==> src/rtl/scan_sequencer_pkg.sv <==
// Shared types and constants for the digit scan sequencer.
// Imported by the interface, the index finder and the top level.
package scan_sequencer_pkg;

    typedef enum logic [1:0] {
        ST_IDLE,
        ST_DWELL,
        ST_BLANK
    } state_t;

    localparam int SEL_W   = 3;
    localparam int NUM_DIG = 8;

    localparam logic [1:0] ENA_ON  = 2'b10;
    localparam logic [1:0] ENA_OFF = 2'b01;

endpackage

==> src/rtl/scan_sequencer_if.sv <==
// Control and decoder-drive bundle of the scan sequencer.
// master = scan controller, slave = sequencer.
interface scan_sequencer_if;
    import scan_sequencer_pkg::*;

    logic               iStart;
    logic               iStop;
    logic               iMode;
    logic [NUM_DIG-1:0] iMask;
    logic [SEL_W-1:0]   oSel;
    logic [1:0]         oEna;
    logic               oBusy;
    logic               oDone;
    logic               oWrap;

    modport master (
        output iStart, iStop, iMode, iMask,
        input  oSel, oEna, oBusy, oDone, oWrap
    );

    modport slave (
        input  iStart, iStop, iMode, iMask,
        output oSel, oEna, oBusy, oDone, oWrap
    );

endinterface

==> src/rtl/scan_sequencer_mask_next_idx.sv <==
// Rotating priority finder: first set mask bit above cur, modulo 8.
// wrap flags that the search passed index 7; none flags an empty mask.
module mask_next_idx
    import scan_sequencer_pkg::*;
(
    input  logic [SEL_W-1:0]   cur,
    input  logic [NUM_DIG-1:0] mask,
    output logic [SEL_W-1:0]   nxt,
    output logic               wrap,
    output logic               none
);

    logic [SEL_W:0] w_sum;

    // Descending offsets so the nearest hit is the last assignment.
    always_comb begin
        nxt   = cur;
        wrap  = 1'b0;
        none  = 1'b1;
        w_sum = '0;
        for (int k = NUM_DIG; k >= 1; k--) begin
            w_sum = {1'b0, cur} + (SEL_W + 1)'(k);
            if (mask[w_sum[SEL_W-1:0]]) begin
                nxt  = w_sum[SEL_W-1:0];
                wrap = w_sum[SEL_W];
                none = 1'b0;
            end
        end
    end

endmodule

==> src/rtl/scan_sequencer.sv <==
// Scan sequencer: steps a decoder select through enabled digits,
// holding each for a dwell time and blanking between digits.
module scan_sequencer
    import scan_sequencer_pkg::*;
#(
    parameter int DWELL_CYCLES = 4000,
    parameter int BLANK_CYCLES = 100,
    parameter int CNT_W        = 16
) (
    input logic iClk,
    input logic iRst_n,
    scan_sequencer_if.slave bus
);

    localparam logic [CNT_W-1:0] DWELL_LAST =
        CNT_W'(DWELL_CYCLES - 1);
    localparam logic [CNT_W-1:0] BLANK_LAST =
        CNT_W'((BLANK_CYCLES == 0) ? 0 : BLANK_CYCLES - 1);
    localparam logic NO_BLANK = (BLANK_CYCLES == 0);

    state_t           r_state;
    logic [CNT_W-1:0] r_cnt;
    logic [SEL_W-1:0] r_sel;
    logic [1:0]       r_ena;
    logic             r_busy;
    logic             r_done;
    logic             r_wrap;
    logic             r_mode;

    logic [SEL_W-1:0] w_start_idx;
    logic             w_start_wrap;
    logic             w_start_none;
    logic [SEL_W-1:0] w_adv_idx;
    logic             w_adv_wrap;
    logic             w_adv_none;
    logic             w_start_ok;
    logic             w_adv;

    // Searching up from 7 yields the lowest enabled digit.
    mask_next_idx u_start_idx (
        .cur  (3'd7),
        .mask (bus.iMask),
        .nxt  (w_start_idx),
        .wrap (w_start_wrap),
        .none (w_start_none)
    );

    mask_next_idx u_adv_idx (
        .cur  (r_sel),
        .mask (bus.iMask),
        .nxt  (w_adv_idx),
        .wrap (w_adv_wrap),
        .none (w_adv_none)
    );

    assign w_start_ok = w_start_wrap & ~w_start_none;

    assign w_adv =
        ((r_state == ST_DWELL) && (r_cnt == DWELL_LAST) && NO_BLANK) ||
        ((r_state == ST_BLANK) && (r_cnt == BLANK_LAST));

    always_ff @(posedge iClk or negedge iRst_n) begin
        if (!iRst_n) begin
            r_state <= ST_IDLE;
            r_cnt   <= '0;
            r_sel   <= '0;
            r_ena   <= ENA_OFF;
            r_busy  <= 1'b0;
            r_done  <= 1'b0;
            r_wrap  <= 1'b0;
            r_mode  <= 1'b0;
        end else begin
            r_done <= 1'b0;
            r_wrap <= 1'b0;
            if (bus.iStop) begin
                r_state <= ST_IDLE;
                r_cnt   <= '0;
                r_ena   <= ENA_OFF;
                r_busy  <= 1'b0;
            end else if (w_adv) begin
                r_cnt <= '0;
                if (w_adv_none || (w_adv_wrap && !r_mode)) begin
                    r_state <= ST_IDLE;
                    r_ena   <= ENA_OFF;
                    r_busy  <= 1'b0;
                    r_done  <= 1'b1;
                    r_wrap  <= w_adv_wrap & ~w_adv_none;
                end else begin
                    r_state <= ST_DWELL;
                    r_sel   <= w_adv_idx;
                    r_ena   <= ENA_ON;
                    r_wrap  <= w_adv_wrap;
                end
            end else begin
                unique case (r_state)
                    ST_IDLE: begin
                        if (bus.iStart && w_start_ok) begin
                            r_state <= ST_DWELL;
                            r_cnt   <= '0;
                            r_sel   <= w_start_idx;
                            r_ena   <= ENA_ON;
                            r_busy  <= 1'b1;
                            r_mode  <= bus.iMode;
                        end
                    end
                    ST_DWELL: begin
                        if (r_cnt == DWELL_LAST) begin
                            r_state <= ST_BLANK;
                            r_cnt   <= '0;
                            r_ena   <= ENA_OFF;
                        end else begin
                            r_cnt <= r_cnt + 1'b1;
                        end
                    end
                    ST_BLANK: begin
                        r_cnt <= r_cnt + 1'b1;
                    end
                    default: begin
                        r_state <= ST_IDLE;
                        r_ena   <= ENA_OFF;
                        r_busy  <= 1'b0;
                    end
                endcase
            end
        end
    end

    assign bus.oSel  = r_sel;
    assign bus.oEna  = r_ena;
    assign bus.oBusy = r_busy;
    assign bus.oDone = r_done;
    assign bus.oWrap = r_wrap;

endmodule

==> src/flat_wrapper.sv <==
// flat-port wrapper written by rule: the top's interface ports become plain ports
module scan_sequencer_flat import scan_sequencer_pkg::*;
#(
    parameter int DWELL_CYCLES = 4000,
    parameter int BLANK_CYCLES = 100,
    parameter int CNT_W        = 16
)
  (iClk, iRst_n, bus_iStart, bus_iStop, bus_iMode, bus_iMask, bus_oSel, bus_oEna, bus_oBusy, bus_oDone, bus_oWrap);
  scan_sequencer_if bus_i ();
  input logic iClk;
  input logic iRst_n;
  input wire logic [$bits(bus_i.iStart)-1:0] bus_iStart;
  input wire logic [$bits(bus_i.iStop)-1:0] bus_iStop;
  input wire logic [$bits(bus_i.iMode)-1:0] bus_iMode;
  input wire logic [$bits(bus_i.iMask)-1:0] bus_iMask;
  output wire logic [$bits(bus_i.oSel)-1:0] bus_oSel;
  output wire logic [$bits(bus_i.oEna)-1:0] bus_oEna;
  output wire logic [$bits(bus_i.oBusy)-1:0] bus_oBusy;
  output wire logic [$bits(bus_i.oDone)-1:0] bus_oDone;
  output wire logic [$bits(bus_i.oWrap)-1:0] bus_oWrap;
  assign bus_i.iStart = bus_iStart;
  assign bus_i.iStop = bus_iStop;
  assign bus_i.iMode = bus_iMode;
  assign bus_i.iMask = bus_iMask;
  assign bus_oSel = bus_i.oSel;
  assign bus_oEna = bus_i.oEna;
  assign bus_oBusy = bus_i.oBusy;
  assign bus_oDone = bus_i.oDone;
  assign bus_oWrap = bus_i.oWrap;
  scan_sequencer #(.DWELL_CYCLES(DWELL_CYCLES), .BLANK_CYCLES(BLANK_CYCLES), .CNT_W(CNT_W)) u_core (.iClk(iClk), .iRst_n(iRst_n), .bus(bus_i));
endmodule
==> config.mk <==
export PLATFORM = sky130hd
export DESIGN_NAME = scan_sequencer_flat
export DESIGN_NICKNAME = d
export VERILOG_FILES = /design/src/rtl/scan_sequencer_pkg.sv /design/src/rtl/scan_sequencer_if.sv /design/src/rtl/scan_sequencer_mask_next_idx.sv /design/src/rtl/scan_sequencer.sv /design/src/flat_wrapper.sv
export SDC_FILE = /design/constraint.sdc
export NUM_CORES = 1
export LEC_CHECK = 0
export BUFFER_PORTS_ARGS = -buffer_cell sky130_fd_sc_hd__buf_4
export CAP_MARGIN = 0
export CORE_UTILIZATION = 61
export CTS_BUF_LIST = sky130_fd_sc_hd__clkbuf_16
export DETAILED_ROUTE_END_ITERATION = 10
export GPL_TIMING_DRIVEN = 0
export PLACE_DENSITY = 0.86
export SYNTH_ARGS = -nofsm -noshare
export SYNTH_HDL_FRONTEND = slang
export SYNTH_SLANG_ARGS = --single-unit
==> constraint.sdc <==
create_clock -name iClk -period 4.9 [get_ports iClk]
set_clock_uncertainty 0.2 [all_clocks]
set_input_delay 0.245 -clock iClk [delete_from_list [all_inputs] [get_ports iClk]]
set_output_delay 0.245 -clock iClk [all_outputs]
set_load 0.005 [all_outputs]
; Word-level counts from Yosys, hierarchy flattened
; Index checks and enable logic that the tools add are counted.
[classes]
add_sub_neg = 9
reduce_logical = 15
eq_ne = 11
n_mux = 95
magnitude_cmp = 8
bitwise_logic = 6
[op_table]
columns = cell, n
row1 = $mux 16, 4
row2 = $mux 3, 18
row3 = $mux 1, 52
row4 = $pmux 16 s3, 1
row5 = $lt 3x4->1 const B, 8
row6 = $bmux 1 s3, 8
row7 = $mux 2, 9
row8 = $add 16x1->16 const B, 1
row9 = $add 3x3->4 const B, 4
row10 = $eq 16x12->1 const B, 1
row11 = $eq 16x7->1 const B, 1
row12 = $pmux 2 s3, 2
row13 = $ne 9x9->1 const B, 1
row14 = $add 3x2->4 const B, 2
row15 = $reduce_and 3->1, 2
row16 = $reduce_and 5->1, 1
row17 = $reduce_bool 5->1, 1
row18 = $add 3x1->4 const B, 1
row19 = $add 3x4->4 const B, 1
row20 = $ne 4x2->1 const B, 1
row21 = $ne 4x3->1 const B, 1
row22 = $not 1->1, 4
row23 = $reduce_and 4->1, 1
row24 = $reduce_bool 2->1, 2
row25 = 14 further kinds, 17
[word_totals]
wordCells = 152
out_inout_bits = 8
ff_bits = 27
input_bits = 13

; Depth between registers and ports, before layout
; Gate-level depths: netlist of the first run.
[depth]
depth_word = 16
depth_mapped = 16

; Cells and area by module
; From an unflattened synthesis of the first run, not the netlist that was laid out.
[hier_totals]
hier_cells = 373
hier_area_um2 = 3424.5
[modules_own_cells]
columns = mod, cells_per_inst, n_inst, seq_area_each_um2, area_each_um2
row1 = scan_sequencer, 181, 1, 651.9, 1752.9
row2 = mask_next_idx, 96, 2, 0.0, 835.8

; Worst setup path after synthesis of the first run
; OpenSTA, ideal clock, no wires.
[synth_timing]
path_kind = register to register
start = reg u_core.r_sel[1] (netlist: u_core.bus.oSel[1])
end = reg u_core.r_sel[1] (netlist: u_core.bus.oSel[1])
synth_period_minus_slack_ns = 3.916
setup_ns = 0.125
arrival_ns = 3.591
stages_incl_launch_ff = 13
path_buffers = 3
setup_slack_ns = 0.984
required_ns = 4.575
cell_sequence = dfrtp_1 > buf_2 > buf_2 > inv_1 > ha_1 > buf_2 > mux4_2 > mux2_2 > or2_1 > a2111o_1 > o31a_1 > o211ai_1 > mux2_2
[synth_between]
elab_chain_len = 15
word_cells_on_any_way = 55
cone_classes = add/sub: 8 / eq/ne: 2 / mux: 42 / reduce/logical: 3
[synth_lines]
columns = item, line
row1 = "start, declared", scan_sequencer.sv:23  ; logic [SEL_W-1:0] r_sel;
row2 = "start signal, assigned", scan_sequencer.sv:90  ; r_sel <= w_adv_idx;
row3 = "start signal, assigned", scan_sequencer.sv:100  ; r_sel <= w_start_idx;
row4 = $add 3x4->4, scan_sequencer_mask_next_idx.sv:22  ; w_sum = {1'b0, cur} + (SEL_W + 1)'(k);
row5 = $bmux 1 s3, scan_sequencer_mask_next_idx.sv:23  ; if (mask[w_sum[SEL_W-1:0]]) begin
row6 = $mux 1 (not written as such), scan_sequencer_mask_next_idx.sv:23
row7 = $mux 1 (8 in a row), scan_sequencer_mask_next_idx.sv:23
row8 = $logic_and 1x1->1, scan_sequencer.sv:82  ; if (w_adv_none || (w_adv_wrap && !r_mode)) begin
row9 = $logic_or 1x1->1, scan_sequencer.sv:82
row10 = $ne 2x2->1 (no line), -
row11 = $reduce_and 5->1 (no line), -
; Parallel ways exist; a longest one is shown, timed or not. The select of a mux whose other input is x is not followed.
; A chain may end at the register's enable or synchronous reset.

==> results of run 1 <==
==> timing repair <==
item,in CTS,in global routing
hold buffers,1,0
endpoints found under the hold margin,26,0
resized for setup,0,0
==> where the power goes <==
part	total (mW)	leakage [nW]	switching (mW)	internal, mW
logic	1.17	0.833	0.650	0.524
registers	0.281	0.353	0.0353	0.245
clock network	0.237	0.0511	0.0749	0.163
total	1.69	1.24	0.760	0.932
==> final timing paths <==
path | from | to | slack (ns) | depth (start not counted)
max in group asynchronous | iRst_n | u_core.bus.oEna[0] | 3.96 | 2
max reg2reg | u_core.bus.oSel[1] | u_core.r_cnt[5] | 0.45 | 15
min | bus_iMode | u_core.r_mode | 0.04 | 2
max | u_core.bus.oSel[1] | u_core.r_cnt[5] | 0.45 | 15
min reg2reg | u_core.r_cnt[15] | u_core.r_cnt[15] | 0.29 | 1
min in group asynchronous | iRst_n | u_core.bus.oSel[2] | 0.24 | 2
==> registers in the layout, indices dropped and copies added, names as in the netlist <==
signal,cells
u_core.r_cnt,16
u_core.bus.oSel,3
u_core.r_state,1
u_core.bus.oWrap,1
u_core.bus.oBusy,1
u_core.r_mode,1
u_core.bus.oEna,2
u_core.bus.oDone,1
==> metal layers <==
metal | share of wire, % | global-route usage (%) | vias to the layer above
met4 | 2.7 | 15.9 | 0
met1 | 41 | 42.8 | 1224
met5 | 0 | 0 | -
met2 | 51 | 56.3 | 107
li1 | - | - | 1232
met3 | 4.9 | 8.33 | 22
==> per-stage QoR <==
step / utilization, % / setup WS [ns] / instances / hold slack (ns)
2_1_floorplan: - / 0.984 / 310 / -0.251
3_3_place_gp: 70.4 / 0.543 / 379 / -0.0262
3_5_place_dp: 70.4 / 0.504 / 379 / -0.0248
4_1_cts: 73.2 / 0.488 / 384 / 0.0343
5_1_grt: 73.2 / 0.226 / 384 / 0.0357
6_report: 73.2 / 0.453 / 384 / 0.0373
==> synthesized netlist by cell type, drive strengths merged (2+ instances only) <==
| library cell | number |
|---|---|
| a211oi | 2 |
| a21boi | 4 |
| a21o | 3 |
| a21oi | 6 |
| a22oi | 2 |
| a31oi | 4 |
| and3 | 8 |
| and4 | 2 |
| buf | 9 |
| clkbuf | 11 |
| dfrtp | 25 |
| ha | 12 |
| inv | 9 |
| mux2 | 13 |
| mux2i | 8 |
| mux4 | 16 |
| nand2 | 33 |
| nand2b | 10 |
| nand3 | 8 |
| nand4 | 5 |
| nor2 | 22 |
| nor2b | 4 |
| nor3 | 8 |
| nor4 | 6 |
| nor4b | 2 |
| o211ai | 5 |
| o21a | 2 |
| o21ai | 37 |
| o21bai | 3 |
| o22ai | 5 |
| o31a | 2 |
| o31ai | 6 |
| or2 | 2 |
| xnor2 | 2 |
==> placed cells by master (no fill, tap or decap), drive strengths merged, types with 3 or more instances in the layout <==
cell / count
o21ai: 37
nand2: 33
buf: 28
dfrtp: 25
nor2: 22
mux4: 16
clkbuf: 14
mux2: 13
ha: 12
nand2b: 10
inv: 9
mux2i: 8
nor3: 8
and3: 8
nand3: 8
nor4: 6
a21oi: 6
o31ai: 6
o22ai: 5
o211ai: 5
nand4: 5
nor2b: 4
a31oi: 4
a21boi: 4
a21o: 3
o21bai: 3
==> layout make-up <==
cell class | count | share of cell area, %
multi-input cells | 255 | 63.4
clock buffers | 3 | 2.49
inverters | 9 | 1.12
clock inverters | 1 | 0.996
repair buffers | 20 | 5.06
flip-flops and latches | 26 | 21.6
plain buffers | 20 | 3.24
well taps | 50 | 2.08
==> kinds of logic after synthesis <==
| kind of cell | after synthesis |
|---|---|
| buffers and inverters | 29 |
| AOI/OAI and AO/OA | 89 |
| muxes | 37 |
| adders and majority gates | 12 |
| and+or+nand+nor | 115 |
| DFF | 26 |
| xor gates and xnor gates | 2 |
==> results.py, run 1 <==
metrics = {
    "finish": {
        "seqCellArea_um2": 652,
        "final_nets": 360,
        "diodes": 0,
        "fill_cells": 337,
        "drive_gt1_share_pct": 19.2,
        "multi_input_area_um2": 1910,
        "syn2layout_area_growth_pct": 11.9,
        "fin_area_um2": 3010,
    },
    "sta": {
        "max_slew_margin_pct": 48.6,
        "finalSetupViolCount": 0,
        "max_freq_mhz": 225,
        "fin_setup_tns_ns": 0,
        "rsz0062_at_grt": "false",
        "tightest_slew_ns": 0.766,
        "timing.final.crit_share_pct": 90.8,
        "hold_viol": 0,
        "min_period_ns": 4.45,
        "slew_violations": 0,
    },
    "synth": {
        "synthCells": 310,
        "synth-xor-area-share_pct": 0.650,
        "yosysTopAreaCell": "dfrtp_1",
        "synth_top_area_share_pct": 23.2,
        "ys.flop_type": "dfrtp_1",
        "yosys.cell_types.count": 56,
        "ys_warn_count": 0,
        "synth_area_leaders": "dfrtp_1 23%, mux4_2 13%, ha_1 5.6%, o21ai_0 5.0%, nand2_1 4.6%",
        "synth_top_family_by_area": "simple AND/OR/NAND/NOR gates",
        "synth_area_per_cell_um2": 8.69,
        "syn_nets": 335,
        "synthSimpleGateAreaFrac_pct": 21.8,
        "synth_edf_count": 0,
        "synthArstFlopShare_pct": 100,
        "synth-seq-area-share_pct": 24.2,
        "ys_seq_elements": 26,
        "synth_area_um2": 2690,
        "synth_compound_area_share_pct": 21.1,
        "yosys.area_share.adder_pct": 5.57,
        "muxShareOfSynthArea_pct": 21.8,
    },
    "power_and_ir_drop": {
        "powerDensity_nw_per_um2": 561,
        "peakVddDrop_mv": 0.219,
        "p_leak_nw": 1.24,
        "power.total_mw": 1.69,
    },
    "job": {
        "max_cap_viol_count": 0,
    },
    "run_status": {
        "status": "finished, final reports clean",
    },
    "grt": {
        "grt_pass1_wl_um": 11900,
        "grt_max_degree": 27,
        "grt_usage_pct": 34.5,
        "overflow": 0,
        "antenna_found_initial": 0,
        "grt_pass1_vias": 2494,
    },
    "clocking": {
        "tritoncts": "built",
        "ctsHtreeMaxLevel": 1,
        "cts_setup_buffers": 0,
        "clockRootBuffer": "clkbuf_16",
        "numCtsBuffers": 3,
        "clkSinkCount": 26,
        "clkLatencyLatePin_ns": 0.26,
        "cts_max_path_buffers": 2,
        "clk_pin_slew_ns": 0.07,
    },
    "place": {
        "gp_congestion": 0.943,
        "placed_cell_area_um2": 2900,
        "dp_hpwl_um": 5090,
        "port_buffers": 19,
    },
    "drt": {
        "post-route-drc-count": 0,
        "post_drt_wl_per_cell_um": 18.6,
        "first_pass_iters": 5,
        "routed_wl_um": 7160,
        "initialDrtViolationCount": 372,
        "viasPerCell": 6.73,
        "detail-route-antenna-nets": 0,
        "vias": 2585,
    },
    "worst_setup_path": {
        "crit_fanout": 10,
        "startpoint_type": "flip-flop",
        "path_class": "reg2reg",
        "cp.buffers_inverters": 6,
        "max_stage_delay_ns": 0.58,
        "crit_top_cell": "buf_2",
        "worst_ep_arrival_time_ns": 4.40,
        "path_cells": "buf_2 -> buf_2 -> inv_1 -> ha_1 -> buf_2 -> mux4_2 -> mux2_2 -> or2_1 -> a2111o_1 -> nand3_2 -> and3_1 -> buf_4 -> buf_6 -> o21ai_1 -> o41ai_1",
        "cp.required_ns": 4.85,
        "endpoint_kind": "flip-flop",
        "critPathTopFamily": "buffers and inverters",
        "cp_slowest_cell": "mux4_2",
    },
    "floorplan": {
        "dieWidth_um": 68.5,
        "core-area_um2": 4120,
        "dieArea_um2": 4690,
        "die_y_um": 68.5,
        "io_pins": 21,
        "floorplan.initialDensity_pct": 65.5,
        "rows": 23,
    },
    "hold_path": {
        "hp-class": "in2reg",
    },
}
Power figures use the tool's default switching activity.
==> run 2, diff against run 1 <==
--- a/config.mk
+++ b/config.mk
@@ -7,11 +7,13 @@
 export LEC_CHECK = 0
 export BUFFER_PORTS_ARGS = -buffer_cell sky130_fd_sc_hd__buf_4
 export CAP_MARGIN = 0
-export CORE_UTILIZATION = 61
+export CORE_UTILIZATION = 40
 export CTS_BUF_LIST = sky130_fd_sc_hd__clkbuf_16
 export DETAILED_ROUTE_END_ITERATION = 10
 export GPL_TIMING_DRIVEN = 0
-export PLACE_DENSITY = 0.86
+export PLACE_DENSITY = 0.62
+export RECOVER_POWER = 25
+export SKIP_CTS_REPAIR_TIMING = 1
 export SYNTH_ARGS = -nofsm -noshare
 export SYNTH_HDL_FRONTEND = slang
 export SYNTH_SLANG_ARGS = --single-unit
==> results.py, run 2 (same netlist as run 1, synthesis figures left out) <==
metrics = {
    "place": {
        "post-place-cells": 406,
        "dp_hpwl_um": 5320,
        "dp_slack_ns": 0.421,
        "port_buffers": 19,
        "gp_congestion": 0.923,
    },
    "finish": {
        "fill_cells": 628,
        "diodes": 0,
        "final_nets": 360,
        "mostFrequentLayoutCell": "nand2_1",
        "layout_common_cells": "33 x nand2_1, 27 x o21ai_0, 25 x dfrtp_1",
        "largest_reg_flops": 16,
        "stdcell_count": 411,
        "syn2layout_area_growth_pct": 13.0,
        "regMostFlops": "u_core.r_cnt",
        "drive_gt1_share_pct": 18.9,
    },
    "clocking": {
        "cts_max_path_buffers": 2,
        "clockRootBuffer": "clkbuf_16",
        "clk_pin_slew_ns": 0.06,
        "numCtsBuffers": 3,
        "ctsHtreeMaxLevel": 1,
        "clkSinkCount": 26,
        "clkLatencyLatePin_ns": 0.26,
        "tritoncts": "built",
    },
    "worst_setup_path": {
        "endpoint_kind": "flip-flop",
        "critPathTopFamily": "buffers and inverters",
        "max_stage_delay_ns": 0.59,
        "cp.buffers_inverters": 6,
        "path_class": "reg2reg",
        "crit_top_cell": "buf_2",
        "startpoint_type": "flip-flop",
        "cp.required_ns": 4.84,
        "path_cells": "buf_2 -> buf_2 -> inv_1 -> ha_1 -> buf_2 -> mux4_2 -> mux2_2 -> or2_1 -> a2111o_1 -> nand3_2 -> and3_1 -> buf_4 -> buf_6 -> o21ai_1 -> o41ai_1",
        "worst_ep_arrival_time_ns": 4.45,
        "crit_fanout": 10,
        "cp_slowest_cell": "mux4_2",
    },
    "sta": {
        "tightest_slew_ns": 1.43,
        "fin_hold_ws_ns": 0.0307,
        "timing.final.crit_share_pct": 92.1,
        "max_freq_mhz": 222,
        "rsz0062_at_grt": "false",
        "finalSetupViolCount": 0,
        "min_period_ns": 4.51,
        "hold_viol": 0,
        "setup_slack_ns": 0.387,
        "max_slew_margin_pct": 4.60,
        "slew_violations": 0,
        "fin_setup_tns_ns": 0,
    },
    "grt": {
        "grt_pass1_vias": 2425,
        "antenna_found_initial": 0,
        "grt_max_degree": 27,
        "grt_pass1_wl_um": 12100,
        "grt_usage_pct": 21.2,
        "overflow": 0,
    },
    "power_and_ir_drop": {
        "peakVddDrop_mv": 0.208,
        "p_leak_nw": 1.23,
        "power.total_mw": 1.68,
        "swShare_pct": 44.6,
        "pwr-share-comb_pct": 69.5,
        "pwr-share-clk_pct": 14.0,
        "p_seq_share_pct": 16.5,
        "intPower_uw": 930,
        "powerDensity_nw_per_um2": 552,
        "switchingPower_uw": 748,
    },
    "drt": {
        "post-route-drc-count": 0,
        "initialDrtViolationCount": 144,
        "vias": 2548,
        "post_drt_wl_per_cell_um": 17.6,
        "first_pass_iters": 4,
        "detail-route-antenna-nets": 0,
        "routed_wl_um": 7250,
        "viasPerCell": 6.20,
    },
    "run_status": {
        "status": "finished, final reports clean",
    },
    "hold_path": {
        "hp-class": "in2reg",
    },
    "floorplan": {
        "io_pins": 21,
        "die_y_um": 84.1,
        "rows": 29,
        "core-area_um2": 6420,
        "dieWidth_um": 84.1,
        "floorplan.initialDensity_pct": 41.9,
        "dieArea_um2": 7070,
    },
    "job": {
        "max_cap_viol_count": 0,
    },
}
==> run 2: cell count changes in the layout (fill, tap and decap cells not counted) <==
cell	change
buf_4	-1
clkbuf_1	+1
==> run 2: area by class of cell <==
type | instances | area, um2 | share of cell area [%]
Clock inverter | 1 | 30.0 | 0.986
Inverter | 9 | 33.8 | 1.11
Clock buffer | 3 | 75.1 | 2.47
Multi-Input combinational cell | 255 | 1910 | 62.8
Buffer | 20 | 97.6 | 3.21
Timing Repair Buffer | 20 | 149 | 4.89
Tap cell | 77 | 96.3 | 3.16
Sequential cell | 26 | 652 | 21.4
==> run 2: power groups by stage <==
stage,logic (mW),clock network [mW],registers [mW]
2_1_floorplan,0.894,0,0.274
3_3_place_gp,1.14,0,0.280
3_5_place_dp,1.15,0,0.281
4_1_cts,1.16,0.243,0.277
5_1_grt,1.28,0.251,0.281
6_report,1.17,0.235,0.277
==> run 2: path summary, 6_finish.rpt <==
kind	slack, ns	depth (start not counted)	to	from
max	0.39	15	u_core.r_cnt[5]	u_core.bus.oSel[1]
min in group asynchronous	0.65	2	u_core.bus.oWrap	iRst_n
max reg2reg	0.39	15	u_core.r_cnt[5]	u_core.bus.oSel[1]
min	0.03	2	u_core.r_mode	bus_iMode
min reg2reg	0.28	1	u_core.r_cnt[15]	u_core.r_cnt[15]
max in group asynchronous	3.01	2	u_core.bus.oBusy	iRst_n
==> run 2: metrics by stage <==
stage,instance area [um2],util [%]
2_1_floorplan,2690,-
3_3_place_gp,2930,45.7
3_5_place_dp,2930,45.7
4_1_cts,3040,47.3
5_1_grt,3040,47.4
6_report,3040,47.4
==> run 2: layer usage <==
layer | vias to the layer above | GRT usage, % | wire length, um
met3 | 17 | 3.07 | 336
met2 | 74 | 35.2 | 3620
li1 | 1227 | - | -
met1 | 1230 | 28.2 | 3170
met5 | - | 0 | 0
met4 | 0 | 7.05 | 125
